==> config.mk <==
export PLATFORM = sky130hd
export DESIGN_NAME = rf_wr_arbiter
export DESIGN_NICKNAME = d
export VERILOG_FILES = /design/src/rtl/rf_arb_pkg.sv /design/src/rtl/rf_wr_arbiter_rr_arb2.sv /design/src/rtl/rf_wr_arbiter.sv
export SDC_FILE = /design/constraint.sdc
export NUM_CORES = 1
export LEC_CHECK = 0
export ABC_CLOCK_PERIOD_IN_PS = 1800
export BUFFER_PORTS_ARGS = -buffer_cell sky130_fd_sc_hd__buf_2
export CAP_MARGIN = 40
export CORE_MARGIN = 2
export CORE_UTILIZATION = 45
export DETAILED_ROUTE_END_ITERATION = 6
export GPL_TIMING_DRIVEN = 1
export PLACE_DENSITY = 0.88
export RECOVER_POWER = 25
export SLEW_MARGIN = 20
export SYNTH_ARGS = -nofsm -noshare
export SYNTH_HDL_FRONTEND = slang
export SYNTH_SLANG_ARGS = --single-unit
==> constraint.sdc <==
create_clock -name clk -period 1.8 [get_ports clk]
set_input_delay 0.18 -clock clk [delete_from_list [all_inputs] [get_ports clk]]
set_output_delay 0.18 -clock clk [all_outputs]
set_load 0.01 [all_outputs]
==> src/rtl/rf_arb_pkg.sv <==
// Shared defaults and requester identifiers for the register-file write arbiter.
// Optional build macro: RF_WR_ARB_RR_EN (round-robin contention resolution).
package rf_arb_pkg;

    localparam int unsigned RF_AW = 5;
    localparam int unsigned RF_DW = 32;
    localparam logic [15:0] CNT_MAX = 16'hFFFF;

    typedef enum logic {
        REQ_WB = 1'b0,
        REQ_MC = 1'b1
    } req_idx_t;

endpackage

==> src/rtl/rf_wr_arbiter_rr_arb2.sv <==
// Two-way write-port grant logic; round-robin when RF_WR_ARB_RR_EN is defined,
// otherwise fixed priority to requester 0 with no pointer state.
module rr_arb2
    import rf_arb_pkg::*;
(
    input  logic clk,
    input  logic rst,
    input  logic req0,
    input  logic req1,
    input  logic hold,
    output logic gnt0,
    output logic gnt1
);

    logic pick1;

`ifdef RF_WR_ARB_RR_EN
    req_idx_t last;

    // On contention, the requester that did not win last time gets the port.
    assign pick1 = (req0 & req1) ? (last == REQ_WB) : req1;

    always_ff @(posedge clk or posedge rst) begin
        if (rst) begin
            last <= REQ_MC;
        end else if (gnt0) begin
            last <= REQ_WB;
        end else if (gnt1) begin
            last <= REQ_MC;
        end
    end
`else
    logic unused_clk_rst;

    assign unused_clk_rst = clk ^ rst;
    assign pick1 = req1 & ~req0;
`endif

    assign gnt0 = ~hold & req0 & ~pick1;
    assign gnt1 = ~hold & req1 & pick1;

endmodule

==> src/rtl/rf_wr_arbiter.sv <==
// Register-file write-port arbiter: grant, registered write, contention counter.
// Optional build macro: RF_WR_ARB_RR_EN (round-robin instead of fixed priority).
module rf_wr_arbiter
    import rf_arb_pkg::*;
#(
    parameter int AW = RF_AW,
    parameter int DW = RF_DW
) (
    input  logic          clk,
    input  logic          rst,
    input  logic          req0,
    input  logic          req1,
    input  logic [AW-1:0] addr0,
    input  logic [AW-1:0] addr1,
    input  logic [DW-1:0] data0,
    input  logic [DW-1:0] data1,
    input  logic          hold,
    output logic          gnt0,
    output logic          gnt1,
    output logic          rf_we,
    output logic [AW-1:0] rf_wa,
    output logic [DW-1:0] rf_wd,
    output logic [15:0]   conflict_cnt
);

    logic contend;

    rr_arb2 u_arb (
        .clk  (clk),
        .rst  (rst),
        .req0 (req0),
        .req1 (req1),
        .hold (hold),
        .gnt0 (gnt0),
        .gnt1 (gnt1)
    );

    assign contend = req0 & req1 & ~hold;

    // Writes to x0 still update the address/data latch but never strobe.
    always_ff @(posedge clk or posedge rst) begin
        if (rst) begin
            rf_we <= 1'b0;
            rf_wa <= '0;
            rf_wd <= '0;
        end else if (gnt0) begin
            rf_we <= (addr0 != '0);
            rf_wa <= addr0;
            rf_wd <= data0;
        end else if (gnt1) begin
            rf_we <= (addr1 != '0);
            rf_wa <= addr1;
            rf_wd <= data1;
        end else begin
            rf_we <= 1'b0;
        end
    end

    always_ff @(posedge clk or posedge rst) begin
        if (rst) begin
            conflict_cnt <= '0;
        end else if (contend && conflict_cnt != CNT_MAX) begin
            conflict_cnt <= conflict_cnt + 16'd1;
        end
    end

endmodule

==> results of run 1 <==
[worst max-delay path by stage]
stage,start,end,slack [ns],cells after the start
6_report,conflict_cnt[1],conflict_cnt[1],0.08,6
5_1_grt,conflict_cnt[1],conflict_cnt[1],0.02,6
4_1_cts,conflict_cnt[0],conflict_cnt[1],0.06,5
3_5_place_dp,conflict_cnt[0],conflict_cnt[1],0.07,5
3_3_place_gp,conflict_cnt[0],conflict_cnt[1],0.19,5
2_1_floorplan,conflict_cnt[0],conflict_cnt[15],0.22,5
[metal layers]
metal	routed length [um]	up-vias	global-route usage
li1	-	1131	-
met1	2610	1100	0.247
met2	3100	117	0.344
met3	548	14	0.0452
met4	140	0	0.0695
met5	0	-	0
[cells in the final DEF (no fill, tap or decap), types with 2 or more instances in the layout]
cell type,n
nor2_1,2
buf_4,10
mux2i_1,37
buf_12,3
nand2_1,42
nor3b_1,2
inv_1,2
or4_1,2
xnor2_1,4
o21ai_0,39
nand3_1,6
nor3_1,9
and4_1,2
xor2_1,11
buf_2,122
dfrtp_1,54
nand4_1,4
clkbuf_8,5
clkbuf_1,15
[final cells by class]
cell class,count,share of cell area
timing repair buffer,149,0.229
multi-input combinational,174,0.338
sequential,54,0.384
clock buffer,7,0.0217
tap,72,0.0256
inverter,2,0.00213
[timing repair]
action / CTS / global route
buffers inserted: 0 / 3
endpoints found under the hold margin: 18 / 0
setup endpoints to repair: 0 / 1
hold buffers: 1 / 0
resized for setup: 0 / 2
[sequential cells by signal, indices dropped and copies added (netlist names)]
name          cells
rf_we             1
rf_wd            32
conflict_cnt     16
rf_wa             5
[critical path, delay by kind of cell, from the launching register on]
| kind | cells | cell delay [ns] |
|---|---|---|
| muxes | 1 | 0.30 |
| and+or+nand+nor | 3 | 0.47 |
| adders and majority gates | 1 | 0.20 |
| buffers and inverters | 1 | 0.19 |
| DFF | 1 | 0.46 |
[report_power, final]
part	internal (mW)	switching [mW]
Clock	0.269	0.348
Sequential	1.39	0.161
Combinational	0.391	0.397
[cell families (layout without fill, tap and decap cells)]
family / Yosys count / count (layout) / share of synthesized area
buf+inv: 14 / 158 / 0.0251
xor+xnor: 15 / 15 / 0.0507
fa+ha+maj: 1 / 1 / 0.00483
simple gates: 81 / 81 / 0.174
flops: 54 / 54 / 0.521
mux: 38 / 38 / 0.149
compound gates: 39 / 39 / 0.0753
[per-stage QoR]
step | cells | hold WS [ns]
2_1_floorplan | 242 | 0.297
3_3_place_gp | 447 | 0.203
3_5_place_dp | 447 | 0.219
4_1_cts | 455 | 0.0733
5_1_grt | 458 | 0.0770
6_report | 458 | 0.0840
==> metrics, run 1 <==
Worst Hold End rf_wd[25]; Syn Area/Cell 10.7 um^2; # DRC 0; Area Overhead vs Synth 35.8%; critical path class register to register; FILL cells about 460; Synth cell types 32; Arr. time, crit path between 1.5 and 2 ns; H-Tree Depth 2; Crit Path Max Fanout 7; drt via density 5.16; status finished clean; setup violators final 0; initial antenna violation count 0; Ports 135; CTS Buf Count 5; Worst Setup End Kind register; Worst-Margin Slew between 0.7 and 0.8 ns; Net Count, Synth roughly 320; Sum Neg Setup Slack 0 ns; starting density of the core 0.468; Final Hold Fails 0; first-pass GRT wire length between 9000 and 10000 um; CTS tree yes; dpl ws 0.0744 ns; placed inst area ~0.0034 mm^2; Tmin final roughly 1.7 ns; number of enable flip-flop cells after synthesis 0; RR Startpoint conflict_cnt[1]; min-delay src data0[25]; clk sinks 54; most frequent cell after synthesis dfrtp_1; Vias 2362; Finished Cell Area 0.00352 mm^2; largest cells by area after synthesis dfrtp_1, mux2i_1, o21ai_0, nand2_1, xor2_1; RePlAce Congestion 0.931; Reg clk slew, reported paths 0.09 ns; vias in the first global route 2132; die area approximately 0.0064 mm^2; Maximum Capacitance Violations 0; YS warnings 0; Yosys top cell by area dfrtp_1; Async SR Flop Fraction 1.00; share of cells above drive strength 1 0.389; critical path's slowest cell dfrtp_1; most frequent cells after synthesis dfrtp_1, nand2_1, o21ai_0, mux2i_1, xor2_1; Yosys reg bits 54; reg2reg end conflict_cnt[1]; Hold Path Stages 3; Initial DRC Count 71; nets approximately 470; Antenna Cells 0; final setup margin a little under 0.08 ns; Die Ht around 80 um; multi-input logic area around 0.0012 mm^2; Most used DFF post-synth dfrtp_1; hold crit path type input port to register; Post-Synthesis Cells between 200 and 250; Critical Path RT 1.99 ns; gr usage total 0.200; number of nets still failing antenna checks after routing 0; register area share after synthesis 0.521; post-layout util 0.635; Buffers on Ports 134; Syn Std Cell Area around 0.0026 mm^2; Synth top area share 0.521; Worst R2R Path Depth 6; reg2reg setup slack 0.08 ns; Leak Pwr 1.74 nW; CP cell instances ha_4 -> nand3_1 -> nor4_4 -> buf_4 -> nor2_2 -> mux2_4; largest net degree at the start of global routing 37; CP peak stage delay 0.46 ns; Power Density 839 mW/mm^2; Slew Viols, Final 0; clock root buffer clkbuf_8; crit start category register; total power approximately 3 mW; Final Cycle Share 0.956; area of the core 0.00554 mm^2; Fin Clk Skew between 0.007 and 0.008 ns; TritonRoute pass-1 iters 4; RSZ-0062 raised after global routing false; max-slew headroom at the worst pin 0.472; Die X-Extent between 70 and 80 um; half-perimeter wire length after placement 4980 um; Clock Path Buffers 2; drt total wl roughly 6400 um; Core Rows 27; global route total overflow 0; Max VDD drop between 0.5 and 0.6 mV; FF+latch area about 0.0014 mm^2; Max Fclk ~580 MHz; Avg WL per Cell about 14 um; clock latency on the worst-skew pair 0.30 ns
Power figures use the tool's default switching activity.
==> inputs of run 2 (changes only) <==
--- a/config.mk
+++ b/config.mk
@@ -8,7 +8,6 @@
 export ABC_CLOCK_PERIOD_IN_PS = 1800
 export BUFFER_PORTS_ARGS = -buffer_cell sky130_fd_sc_hd__buf_2
 export CAP_MARGIN = 40
-export CORE_MARGIN = 2
 export CORE_UTILIZATION = 45
 export DETAILED_ROUTE_END_ITERATION = 6
 export GPL_TIMING_DRIVEN = 1
==> run 2 against run 1 <==
Effect of this change: sequential share of layout area grew 0.48 points; maximum frequency rose by 2.8%; critical endpoint is now conflict_cnt[15]; setup slack improved by 0.046 ns; sequential cell count unchanged; non-clock buffer count shrank 9; total power increased by 2.5%; clock-buffer cell count did not move; core utilization decreased by 0.79 points; worst hold slack got worse by 0.0028 ns; highest routed layer unchanged; combinational power fell by 10%; final area down 1.2%; critical path type unchanged.
==> metrics, run 2 (synthesis results as in run 1) <==
clock latency on the worst-skew pair 0.30 ns; FF+latch area 0.00135 mm^2; Initial DRC Count 76; global route total overflow 0; vias in the first global route approximately 2.2k; # DRC 0; hold crit path type input port to register; placed inst area approximately 0.0034 mm^2; Vias about 2.3k; Sum Neg Setup Slack 0 ns; starting density of the core 0.468; clk sinks between 50 and 60; Leak Pwr roughly 1.7 nW; Final Hold Fails 0; M1 GR Usage 0.264; Reg clk slew, reported paths ~0.09 ns; multi-input logic area roughly 0.0012 mm^2; Finished Cell Area approximately 0.0035 mm^2; Fin Clk Skew ~0.0052 ns; TritonRoute pass-1 iters 4; Final Cycle Share 0.930; CP peak stage delay between 0.5 and 0.6 ns; Buffers on Ports ~130; largest net degree at the start of global routing a little under 80; die area about 0.0061 mm^2; Max VDD drop around 0.61 mV; number of nets still failing antenna checks after routing 0; drt total wl around 6300 um; Maximum Capacitance Violations 0; Antenna Cells 0; GR peak layer met2; Largest regs rf_wd (32), conflict_cnt (16), rf_wa (5); Max Fclk between 500 and 600 MHz; FILL cells 466; met2 Usage GRT 0.373; clock root buffer clkbuf_8; critical path class register to register; max reg flops 32; most frequent cells in the layout buf_2, dfrtp_1, nand2_1; half-perimeter wire length after placement 4610 um; Die Ht between 70 and 80 um; critical path's slowest cell or4_4; area of the core about 0.0055 mm^2; first-pass GRT wire length slightly above 10000 um; Top reg by flops rf_wd; gr usage total 0.215; status finished clean; Critical Path RT between 2 and 2.5 ns; Top delay family on crit path simple AND/OR/NAND/NOR gates; H-Tree Depth 2; Die X-Extent 77.9 um; initial antenna violation count 0; Avg WL per Cell approximately 14 um; Slew Viols, Final 0; RSZ-0062 raised after global routing false; share of cells above drive strength 1 0.370; commonest non-fill, non-tap cell in the layout buf_2; CTS Buf Count 5; Clock Path Buffers 2; drt via density a little over 5; CTS tree yes; crit start category register; Crit Path Max Fanout 5; Worst-Margin Slew approximately 1 ns; Area Overhead vs Synth 34.1%; Worst Setup End Kind register; nets ~460; Core Rows 27; Buf+Inv Stages, Crit Path 1; CP cell instances ha_2 -> inv_1 -> or4_4 -> nand4_1 -> xnor2_1; RePlAce Congestion just over 0.9; Arr. time, crit path approximately 1.9 ns; max-slew headroom at the worst pin 0.334; Tmin final roughly 1.7 ns; met3 GRT Util 0.0518; Power Density approximately 870 mW/mm^2; setup violators final 0; Ports about 140
==> run 2: cell count changes in the layout (fill, tap and decap cells not counted), sizes merged <==
cell / previous run / this run
buf: 135 / 123
clkbuf: 20 / 23
bufinv: 0 / 1
==> run 2: power breakdown <==
part	leakage [nW]	switching [mW]	internal [mW]	total, mW
clock	0.0524	0.370	0.416	0.786
combinational	0.968	0.375	0.330	0.706
sequential	0.678	0.148	1.39	1.54
total	1.70	0.893	2.13	3.03
==> run 2: path summary, 6_finish.rpt <==
check	start	end	slack (ns)	cells after the start
max	conflict_cnt[0]	conflict_cnt[15]	0.13	5
min	data0[10]	rf_wd[10]	0.08	3
max reg2reg	conflict_cnt[0]	conflict_cnt[15]	0.13	5
min reg2reg	conflict_cnt[15]	conflict_cnt[15]	0.51	1
max in group asynchronous	rst	rf_wa[2]	0.46	4
min in group asynchronous	rst	conflict_cnt[13]	0.66	3
==> run 2: area by class of cell <==
class                   count  share of cell area
multi-input cells         174               0.341
flip-flops and latches     54               0.389
well taps                  72              0.0259
inverters                   2             0.00216
clock inverters             1             0.00864
clock buffers               7              0.0220
repair buffers            140               0.212
==> run 2: worst reg2reg max path, delay by kind of cell, from the launching register on <==
kind                     cells  cell delay, ns
adder cells (fa/ha/maj)      1            0.25
XOR/XNOR                     1            0.13
flip-flops                   1            0.43
AND/OR/NAND/NOR              2            0.70
buffers and inverters        1            0.08
==> run 2: timing repair <==
action / in CTS / in global routing
endpoints found under the setup margin: 0 / 3
hold buffers: 1 / 0
endpoints found under the hold margin: 24 / 0
buffers inserted: 0 / 2
resized for setup: 0 / 2
==> run 2: through the flow <==
| stage | hold slack (ns) | worst slack, ns | util | power (mW) | instances |
|---|---|---|---|---|---|
| 3_5_place_dp | 0.267 | 0.114 | 0.608 | 2.28 | 439 |
| 6_report | 0.0812 | 0.125 | 0.627 | 3.03 | 450 |
| 5_1_grt | 0.0806 | 0.0188 | 0.627 | 3.20 | 450 |
| 3_3_place_gp | 0.252 | 0.191 | 0.608 | 2.24 | 439 |
| 2_1_floorplan | 0.297 | 0.225 | - | 1.91 | 242 |
| 4_1_cts | 0.0664 | 0.0880 | 0.629 | 3.07 | 448 |
==> run 2: routing by layer <==
metal,up-vias,part of all wire
li1,1115,-
met1,1085,0.43
met2,94,0.49
met3,10,0.070
met4,0,0.014
met5,-,0
